File: src/rtl/asm_pkg.sv
// ----------------------------------------------------------------------------
// asm_pkg
// Shared instruction-set definitions used by the fetch stage, decode and
// instruction_mem.
// Instruction layout: {opcode[31:25], rd[24:20], rs[19:15], imm[14:0]}.
// Contents:
//   OPC_W, REG_W, IMM_W - field widths
//   PC_W, IR_W          - default word-address and instruction widths
//   OPC_*               - opcode encodings
//   R0, NOP_WORD        - canonical no-op instruction word
//   fetch_state_e       - fetch FSM state encoding
// ----------------------------------------------------------------------------
package asm_pkg;

    localparam int OPC_W = 7;
    localparam int REG_W = 5;
    localparam int IMM_W = 15;
    localparam int PC_W  = 14;
    localparam int IR_W  = 32;

    localparam logic [OPC_W-1:0] OPC_NOP = 7'd0;
    localparam logic [OPC_W-1:0] OPC_JMP = 7'd1;
    localparam logic [OPC_W-1:0] OPC_ADI = 7'd2;
    localparam logic [OPC_W-1:0] OPC_ADD = 7'd3;
    localparam logic [OPC_W-1:0] OPC_MOV = 7'd4;
    localparam logic [OPC_W-1:0] OPC_LD  = 7'd5;
    localparam logic [OPC_W-1:0] OPC_ST  = 7'd6;
    localparam logic [OPC_W-1:0] OPC_BEQ = 7'd7;

    localparam logic [REG_W-1:0] R0 = 5'd0;

    localparam logic [IR_W-1:0] NOP_WORD = {OPC_NOP, R0, R0, 15'd0};

    typedef enum logic [1:0] {
        S_BOOT   = 2'd0,
        S_RUN    = 2'd1,
        S_BUBBLE = 2'd2
    } fetch_state_e;

endpackage

File: src/rtl/fetch_next_pc.sv
// ----------------------------------------------------------------------------
// fetch_next_pc
// Combinational next-PC selection for the fetch stage.
// Priority: redirect > early-jump target > sequential increment > hold.
// All arithmetic wraps modulo 2^PC_W.
// Ports:
//   pc_q           in   PC_W   current fetch address
//   redirect_valid in   1      execute-stage redirect
//   redirect_pc    in   PC_W   redirect target
//   advance        in   1      fetch stage advances this cycle
//   jmp_hit        in   1      instruction being fetched is an early-taken JMP
//   jmp_imm        in   IMM_W  signed word offset of that JMP
//   next_pc        out  PC_W   value pc_q takes on the next clock
// ----------------------------------------------------------------------------
module fetch_next_pc
    import asm_pkg::*;
#(
    parameter int PC_W = asm_pkg::PC_W
) (
    input  logic [PC_W-1:0]  pc_q,
    input  logic             redirect_valid,
    input  logic [PC_W-1:0]  redirect_pc,
    input  logic             advance,
    input  logic             jmp_hit,
    input  logic [IMM_W-1:0] jmp_imm,
    output logic [PC_W-1:0]  next_pc
);

    // Wide enough to hold either the PC or the sign-extended offset, so the
    // add below works whether PC_W is narrower or wider than the immediate.
    localparam int SUM_W = (PC_W > IMM_W) ? PC_W : IMM_W;

    logic signed [IMM_W-1:0] imm_s;
    logic [SUM_W-1:0]        imm_ext;
    logic [SUM_W-1:0]        pc_ext;
    logic [PC_W-1:0]         seq_pc;
    logic [PC_W-1:0]         jmp_pc;

    assign imm_s   = $signed(jmp_imm);
    assign imm_ext = SUM_W'(imm_s);   // sign-extends: imm_s is signed
    assign pc_ext  = SUM_W'(pc_q);
    // Truncating the sum gives the target modulo 2^PC_W.
    assign jmp_pc  = PC_W'(pc_ext + imm_ext);
    assign seq_pc  = pc_q + PC_W'(1);

    always_comb begin
        next_pc = pc_q;
        if (redirect_valid) begin
            next_pc = redirect_pc;
        end else if (advance && jmp_hit) begin
            next_pc = jmp_pc;
        end else if (advance) begin
            next_pc = seq_pc;
        end
    end

endmodule

File: src/rtl/instr_fetch_unit.sv
// ----------------------------------------------------------------------------
// instr_fetch_unit
// Fetch stage: owns the PC, drives the word address to instruction_mem
// (combinational read, IR returned in the same cycle) and captures the
// returned word into the IF/ID register.
//
// Optional feature macro: FETCH_EARLY_JMP_EN
//   defined   - a JMP seen in fetch is taken immediately (pc += sext(imm))
//               and consumed here; it never reaches decode.
//   undefined - JMP flows to decode like any other instruction.
//
// Ports:
//   clk            in   1      rising-edge clock
//   rst_n          in   1      asynchronous active-low reset
//   stall          in   1      hold PC and IF/ID
//   redirect_valid in   1      taken branch/jump from execute
//   redirect_pc    in   PC_W   redirect target
//   imem_pc        out  PC_W   address to instruction_mem (always pc_q)
//   imem_ir        in   IR_W   instruction word from instruction_mem
//   if_valid       out  1      IF/ID holds a real instruction
//   if_ir          out  IR_W   IF/ID instruction, NOP_WORD when invalid
//   if_pc          out  PC_W   address of if_ir
//   dbg_state      out  2      current fetch FSM state (fetch_state_e)
//
// IF/ID handshake: if_valid is the valid, !stall is the ready. Decode takes
// the IF/ID contents on a rising edge where if_valid=1 and stall=0; while
// stall=1 the contents are held unchanged. redirect_valid overrides stall
// and flushes IF/ID to NOP_WORD.
// ----------------------------------------------------------------------------
module instr_fetch_unit
    import asm_pkg::*;
#(
    parameter int          PC_W             = asm_pkg::PC_W,
    parameter int          IR_W             = asm_pkg::IR_W,
    parameter int unsigned RESET_PC         = 0,
    parameter int unsigned REDIRECT_BUBBLES = 0
) (
    input  logic            clk,
    input  logic            rst_n,
    input  logic            stall,
    input  logic            redirect_valid,
    input  logic [PC_W-1:0] redirect_pc,
    output logic [PC_W-1:0] imem_pc,
    input  logic [IR_W-1:0] imem_ir,
    output logic            if_valid,
    output logic [IR_W-1:0] if_ir,
    output logic [PC_W-1:0] if_pc,
    output logic [1:0]      dbg_state
);

    localparam logic [PC_W-1:0] RESET_PC_V = PC_W'(RESET_PC);
    localparam logic [2:0]      BUB_INIT   = 3'(REDIRECT_BUBBLES);
    localparam logic [IR_W-1:0] NOP_IR     = IR_W'(NOP_WORD);

    fetch_state_e    state_q;
    logic [PC_W-1:0] pc_q;
    logic [PC_W-1:0] next_pc;
    logic [2:0]      bubble_cnt;
    logic            advance;
    logic            jmp_hit;

    // The fetch stage moves forward only in S_RUN without stall or redirect.
    assign advance = (state_q == S_RUN) && !stall && !redirect_valid;

`ifdef FETCH_EARLY_JMP_EN
    assign jmp_hit = advance && (imem_ir[IR_W-1 -: OPC_W] == OPC_JMP);
`else
    assign jmp_hit = 1'b0;
`endif

    fetch_next_pc #(
        .PC_W (PC_W)
    ) u_next_pc (
        .pc_q           (pc_q),
        .redirect_valid (redirect_valid),
        .redirect_pc    (redirect_pc),
        .advance        (advance),
        .jmp_hit        (jmp_hit),
        .jmp_imm        (imem_ir[IMM_W-1:0]),
        .next_pc        (next_pc)
    );

    always_ff @(posedge clk or negedge rst_n) begin
        if (!rst_n) begin
            state_q    <= S_BOOT;
            pc_q       <= RESET_PC_V;
            bubble_cnt <= 3'd0;
            if_valid   <= 1'b0;
            if_ir      <= NOP_IR;
            if_pc      <= '0;
        end else begin
            pc_q <= next_pc;
            if (redirect_valid) begin
                // Flush IF/ID; the target is fetched once back in S_RUN.
                if_valid <= 1'b0;
                if_ir    <= NOP_IR;
                if (REDIRECT_BUBBLES > 0) begin
                    state_q    <= S_BUBBLE;
                    bubble_cnt <= BUB_INIT;
                end else begin
                    state_q    <= S_RUN;
                    bubble_cnt <= 3'd0;
                end
            end else begin
                case (state_q)
                    S_BOOT: begin
                        // pc_q stays at RESET_PC so the first fetch is not lost.
                        state_q <= S_RUN;
                    end
                    S_RUN: begin
                        if (!stall) begin
                            if (jmp_hit) begin
                                if_valid <= 1'b0;
                                if_ir    <= NOP_IR;
                            end else begin
                                if_valid <= 1'b1;
                                if_ir    <= imem_ir;
                                if_pc    <= pc_q;
                            end
                        end
                    end
                    S_BUBBLE: begin
                        // Counts down regardless of stall.
                        if_valid <= 1'b0;
                        if_ir    <= NOP_IR;
                        if (bubble_cnt <= 3'd1) begin
                            bubble_cnt <= 3'd0;
                            state_q    <= S_RUN;
                        end else begin
                            bubble_cnt <= bubble_cnt - 3'd1;
                        end
                    end
                    default: begin
                        state_q <= S_BOOT;
                    end
                endcase
            end
        end
    end

    assign imem_pc   = pc_q;
    assign dbg_state = state_q;

endmodule

File: config.mk
export PLATFORM = sky130hd
export DESIGN_NAME = instr_fetch_unit
export DESIGN_NICKNAME = d
export VERILOG_FILES = /design/src/rtl/asm_pkg.sv /design/src/rtl/fetch_next_pc.sv /design/src/rtl/instr_fetch_unit.sv
export SDC_FILE = /design/constraint.sdc
export NUM_CORES = 1
export LEC_CHECK = 0
export CORE_MARGIN = 2
export CORE_UTILIZATION = 44
export CTS_BUF_LIST = sky130_fd_sc_hd__clkbuf_4
export DETAILED_ROUTE_END_ITERATION = 10
export GPL_ROUTABILITY_DRIVEN = 0
export PLACE_DENSITY_LB_ADDON = 0.25
export SLEW_MARGIN = 10
export SYNTH_ARGS = -nofsm -noshare
export SYNTH_HDL_FRONTEND = slang
export SYNTH_SLANG_ARGS = --single-unit
File: constraint.sdc
create_clock -name clk -period 1.7 [get_ports clk]
set_input_delay 0.34 -clock clk [delete_from_list [all_inputs] [get_ports clk]]
set_output_delay 0.34 -clock clk [all_outputs]
set_load 0.01 [all_outputs]
==> metrics.md, run 1 <==
| Metric | Value |
|---|---|
| Status | `complete, no violations` |
| GRT Util Overall | `20.2%` |
| Clock tree buffer depth | `2` |
| CP Capture Type | `primary output` |
| Period utilization | `96.4%` |
| Clk slew on worst S/H paths | `about 0.10 ns` |
| Post-synthesis sequential area ratio | `between 50% and 60%` |
| Post-synth ARST share | `100%` |
| Top area cells in the synthesized netlist | `dfrtp_1 58%, nand2_1 11%, mux2_2 6.7%` |
| DR vias/cell | `4.84` |
| Post-synth top cells | `78 x nand2_1, 62 x dfrtp_1, 32 x a21oi_1` |
| Ys Warns | `0` |
| Initial Util | `45.4%` |
| TritonCTS Buffers | `9` |
| Cell with the most instances after synthesis | `nand2_1` |
| Setup_tns | `0 ns` |
| Post-Syn Nets | `between 300 and 400` |
| CP required | `1.36 ns` |
| Final worst slack | `0.0609 ns` |
| CTS tree | `done` |
| Static Leakage | `1.80 nW` |
| Largest net degree at the start of global routing | `63` |
| Post-Syn Area | `2670 um2` |
| Dominant cell type by area after synthesis | `dfrtp_1` |
| Worst min-delay path class | `in2reg` |
| Antenna cells | `0` |
| Routed WL | `6.61 mm` |
| Per-cell routed wire length | `roughly 14 um` |
| CP cell instances | `clkdlybuf4s50_1` |
| PnR Total Power | `3.66 mW` |
| Drc violations | `0` |
| HPWL after DPL | `4.50 mm` |
| Vias in the first global route | `2161` |
| Hold Path Origin | `redirect_valid` |
| Remaining Overflow, GRT | `0` |
| Synth top area share | `58.1%` |
| Post-DRT Antenna Nets | `0` |
| Reg2reg path depth | `5` |
| Avg Cell Area, Syn | `approximately 10 um2` |
| CORE AREA | `between 5000 and 6000 um2` |
| Final nets | `~440` |
| Syn Inst Count | `260` |
| EDFF count, synth | `0` |
| Worst path max stage delay | `0.58 ns` |
| DP Worst Slack | `-0.136 ns` |
| Final Slew Violations | `0` |
| Worst VDD drop | `0.493 mV` |
| Worst setup SP type | `register` |
| Period minus WS final | `approximately 1.6 ns` |
| Slowest CP cell | `clkdlybuf4s50_1` |
| Number of max-cap violations | `0` |
| Maximum fanout along the worst path | `2` |
| RSZ-0062 raised after global routing | `no` |
| H-tree depth | `3` |
| WP buf/inv | `1` |
| Worst skew pair latency | `around 0.37 ns` |
| First-pass GRT wire length | `10.2 mm` |
| Initial DRC Count | `54` |
| Power Dens Cells | `877 nW/um2` |
| Area Growth Syn to Fin | `56.0%` |
| Ports | `113` |
| Final Setup Violations | `0` |
| Crit Reg-Reg Endpoint | `imem_pc[13]$_DFFE_PN0P_` |
| Reg-to-Reg Start | `imem_pc[9]$_DFFE_PN0P_` |
| Drt pass-1 iters | `6` |
| CP top delay family | `buffers and inverters` |
| Register bit total from synthesis | `62` |
| FF-to-FF setup slack | `0.19 ns` |
| CP Launch Point | `if_ir[30]$_DFFE_PN0P_` |
| Main synth FF type | `dfrtp_1` |
| Worst Hold Depth | `3` |
| Crit Path Class | `reg2out` |
| Synth cell types | `29` |
| Peak Freq | `between 600 and 700 MHz` |
| Worst min-delay path endpoint | `imem_pc[12]$_DFFE_PN0P_` |
| Chip Width | `~80 um` |
| Initial antenna violation count | `0` |
| Die height | `81.9 um` |
| CTS root buf | `clkbuf_4` |
| Critical path arrival | `between 1 and 1.5 ns` |
| Via count | `about 2300` |
| # rows | `28` |
| Die area | `between 6000 and 7000 um2` |
| Layout cell share with drive strength beyond 1 | `18.3%` |
| Skew final | `0.0121 ns` |
| Hold Fails Final Rpt | `0` |
| Clk sink count | `62` |
| Port bufs | `111` |
-- cell families (layout without fill, tap and decap cells) --
family,Yosys count,after routing,synth area share (%)
buf+inv,19,152,3.28
flops,62,62,58.1
fa+ha+maj,1,1,0.468
compound gates,44,44,8.24
simple gates,102,102,18.3
xor+xnor,13,13,4.26
mux,17,17,7.12
other cells,2,2,0.281
-- repair_timing --
| action | CTS | global route |
|---|---|---|
| setup endpoints to repair | 14 | 5 |
| gates resized for setup | 11 | 5 |
| hold buffers | 1 | 0 |
| setup buffers | 10 | 0 |
| hold endpoints to repair | 62 | 0 |
-- tightest hold or removal path: cells and delay by family --
kind                   cells  cell delay [ns]
AOI/OAI and AO/OA          1             0.08
buffers and inverters      2             0.32
-- flip-flops by register name, summed over array words and instances (netlist names) --
name       flops
if_ir         32
if_pc         14
imem_pc       14
dbg_state      1
if_valid       1
-- metal layers --
metal | track usage, % | wire length [um] | part of all wire (%)
met4 | 9.50 | 186 | 2.8
met2 | 32.9 | 3260 | 49
met5 | 0 | 0 | 0
met3 | 5.49 | 334 | 5.1
met1 | 25.0 | 2830 | 43
-- layout make-up --
cell class / count / area (um2)
Clock inverter: 6 / 76.3
Multi-Input combinational cell: 179 / 1040
Fill cell: 461 / 1720
Tap cell: 75 / 93.8
Inverter: 2 / 7.51
Clock buffer: 10 / 75.1
Timing Repair Buffer: 134 / 1320
Sequential cell: 62 / 1560
-- per-stage QoR --
step | hold WS (ns) | instance area [um2] | utilization [%] | std cells
2_1_floorplan | 0.0444 | 2670 | - | 260
3_3_place_gp | 0.376 | 3920 | 66.6 | 441
3_5_place_dp | 0.374 | 3920 | 66.6 | 441
4_1_cts | 0.376 | 4160 | 70.6 | 468
5_1_grt | 0.392 | 4170 | 70.9 | 468
6_report | 0.402 | 4170 | 70.9 | 468
-- how the worst max path moves through the flow --
stage / to / cells past startpoint
after floorplan: imem_pc[10]$_DFFE_PN0P_ / 5
after global placement: imem_pc[10]$_DFFE_PN0P_ / 5
after detailed placement: imem_pc[10]$_DFFE_PN0P_ / 5
after CTS: imem_pc[13] / 1
after global routing: if_ir[26] / 1
final: if_ir[30] / 1
-- where the power goes --
| group | leakage [nW] | switching, mW | internal, mW | total [mW] |
|---|---|---|---|---|
| Clock | 0.0829 | 0.494 | 0.598 | 1.09 |
| Sequential | 0.792 | 0.0813 | 1.62 | 1.70 |
| Combinational | 0.923 | 0.355 | 0.508 | 0.863 |
-- cells in the final DEF, fill, tap and decap left out, types with 2 or more instances in the layout --
cell and n:
o21ai_1 8, xnor2_1 9, nand3_1 2, nor2_1 3
clkdlybuf4s50_1 100, inv_1 2, nor3_1 3, clkbuf_4 10
buf_4 19, nand4_1 2, bufinv_16 2, dfrtp_2 7
mux2_2 16, dlygate4sd2_1 4, o21ai_0 4, nor4_2 6
dlymetal6s2s_1 5, clkinv_1 3, dfrtp_1 55, buf_2 2
a21oi_1 32, conb_1 2, xor2_1 4, buf_12 3
nand2_1 78
(Power assumes the default switching activity.)
==> inputs of run 2 (changes only) <==
Settings changed: HOLD_SLACK_MARGIN set to 0.06.
==> results of run 2 <==
Same layout as run 1: the final DEF is identical, and so are final timing and power.
==> inputs of run 3 (changes only) <==
Settings changed: CORE_ASPECT_RATIO set to 2, SKIP_CTS_REPAIR_TIMING set to 1.
==> run 3 against run 2 <==
  * Core utilization rose by 1.0 points
  * Hold slack got worse by 0.016 ns
  * Global-route usage rose by 1.3 points
  * Combinational power rose by 2%
  * Die area rose by 0.57%
  * Register-to-register slack got worse by 0.10 ns
  * Power fell by 7.1%
  * Clock skew fell by 0.0015 ns
  * Sequential share of layout area fell by 0.93 points
  * Routed wire length rose by 7.7%
  * Largest cell class unchanged
  * Highest routed layer unchanged
==> metrics.md, run 3 (synthesized netlist as in run 1, its figures left out) <==
| Metric | Value |
|---|---|
| Fin area | `4280 um2 (was 4170 um2)` |
| Final nets | `449 (was 439)` |
| Max reg flops | `32 (unchanged)` |
| Placed cell count | `434 (was 441)` |
| Initial antenna violation count | `0 (unchanged)` |
| Area Growth Syn to Fin | `60.2% (was 56.0%)` |
| Period utilization | `97.6% (was 96.4%)` |
| Worst min-delay path class | `in2reg (unchanged)` |
| Maximum fanout along the worst path | `2 (unchanged)` |
| Final Setup Violations | `0 (unchanged)` |
| Number of max-cap violations | `0 (unchanged)` |
| Power Dens Cells | `794 nW/um2 (was 877 nW/um2)` |
| Critical path arrival | `1.32 ns (was 1.30 ns)` |
| Skew final | `0.0106 ns (was 0.0121 ns)` |
| Hold Fails Final Rpt | `0 (unchanged)` |
| Most frequent cells in the layout | `80 x clkdlybuf4s50_1, 78 x nand2_1, 54 x dfrtp_1 (was 100 x clkdlybuf4s50_1, 78 x nand2_1, 55 x dfrtp_1)` |
| Most common cell after layout, fill and taps aside | `clkdlybuf4s50_1 (unchanged)` |
| Clock tree buffer depth | `2 (unchanged)` |
| Peak Freq | `603 MHz (was 610 MHz)` |
| Crit Path Class | `reg2out (unchanged)` |
| # rows | `40 (was 28)` |
| H-tree depth | `3 (unchanged)` |
| Clk slew on worst S/H paths | `0.09 ns (was 0.10 ns)` |
| Antenna cells | `0 (unchanged)` |
| Drt pass-1 iters | `4 (was 6)` |
| Remaining Overflow, GRT | `0 (unchanged)` |
| Most flops, register | `if_ir (unchanged)` |
| Post-DRT Antenna Nets | `0 (unchanged)` |
| Static Leakage | `2.11 nW (was 1.80 nW)` |
| Largest net degree at the start of global routing | `63 (unchanged)` |
| PnR Total Power | `3.40 mW (was 3.66 mW)` |
| First-pass GRT wire length | `10.6 mm (was 10.2 mm)` |
| Status | `complete, no violations (unchanged)` |
| Port bufs | `111 (unchanged)` |
| CTS tree | `done (unchanged)` |
| Layout cell share with drive strength beyond 1 | `20.1% (was 18.3%)` |
| CP top delay family | `buffers and inverters (unchanged)` |
| CORE AREA | `5960 um2 (was 5890 um2)` |
| Area post-placement | `3980 um2 (was 3920 um2)` |
| Die height | `114 um (was 81.9 um)` |
| CP Capture Type | `primary output (unchanged)` |
| CTS root buf | `clkbuf_4 (unchanged)` |
| Worst path max stage delay | `0.57 ns (was 0.58 ns)` |
| Final Slew Violations | `0 (unchanged)` |
| DR vias/cell | `5.06 (was 4.84)` |
| Chip Width | `59.1 um (was 81.9 um)` |
| Worst hold margin | `0.386 ns (was 0.402 ns)` |
| Initial DRC Count | `89 (was 54)` |
| GRT Util Overall | `21.5% (was 20.2%)` |
| HPWL after DPL | `5.06 mm (was 4.50 mm)` |
| Die area | `6750 um2 (was 6710 um2)` |
| WP buf/inv | `1 (unchanged)` |
| Worst setup SP type | `register (unchanged)` |
| Ports | `113 (unchanged)` |
| Final non-filler cell total | `465 (was 468)` |
| Initial Util | `44.9% (was 45.4%)` |
| FF-to-FF setup slack | `0.09 ns (was 0.19 ns)` |
| Per-cell routed wire length | `15.3 um (was 14.1 um)` |
| Worst skew pair latency | `0.41 ns (was 0.37 ns)` |
| Vias in the first global route | `2278 (was 2161)` |
| Slowest CP cell | `clkdlybuf4s50_1 (unchanged)` |
| Worst VDD drop | `0.665 mV (was 0.493 mV)` |
| Routed WL | `7.12 mm (was 6.61 mm)` |
| Clk sink count | `62 (unchanged)` |
| CP required | `1.36 ns (about the same)` |
| Via count | `2351 (was 2267)` |
| Period minus WS final | `1.66 ns (was 1.64 ns)` |
| CP cell instances | `clkdlybuf4s50_1 (unchanged)` |
| Drc violations | `0 (unchanged)` |
| TritonCTS Buffers | `9 (unchanged)` |
run 3: power breakdown:
group	total [mW]	leakage, nW	internal, mW	switching (mW)
logic	0.882	1.27	0.524	0.358
registers	1.71	0.791	1.62	0.0939
clock network	0.800	0.0569	0.307	0.493
run 3: worst paths after layout:
path,startpoint,endpoint,cells past startpoint
min in group asynchronous,rst_n,if_ir[11]$_DFFE_PN0P_,3
worst max register to register,imem_pc[4]$_DFFE_PN0P_,imem_pc[13]$_DFFE_PN0P_,5
max in group asynchronous,rst_n,imem_pc[2]$_DFFE_PN0P_,3
worst min-delay path,redirect_valid,if_ir[1]$_DFFE_PN0P_,3
worst min register to register,if_valid$_DFFE_PN0P_,if_valid$_DFFE_PN0P_,2
worst max-delay path,if_ir[31]$_DFFE_PN0P_,if_ir[31],1
run 3: routing by layer:
layer / vias up / share of wire (%) / GRT usage, %
li1: 1132 / - / -
met1: 1113 / 34 / 21.4
met2: 80 / 57 / 37.6
met3: 26 / 4.4 / 3.50
met4: 0 / 4.6 / 17.0
met5: - / 0 / 0
run 3: layout make-up:
class / count / area, um2
multi-input cells: 179 / 1040
flip-flops and latches: 62 / 1560
fillers: 451 / 1680
clock buffers: 11 / 82.6
repair buffers: 144 / 1500
clock inverters: 4 / 15.0
well taps: 63 / 78.8
inverters: 2 / 7.51
run 3: per-stage QoR:
step / worst slack [ns] / TNS [ns] / util (%)
5_1_grt: -0.00211 / -0.00211 / 71.9
6_report: 0.0409 / 0 / 71.9
3_5_place_dp: -0.245 / -3.50 / 66.8
2_1_floorplan: 0.162 / 0 / -
4_1_cts: -0.198 / -1.61 / 68.4
3_3_place_gp: -0.202 / -3.31 / 66.8
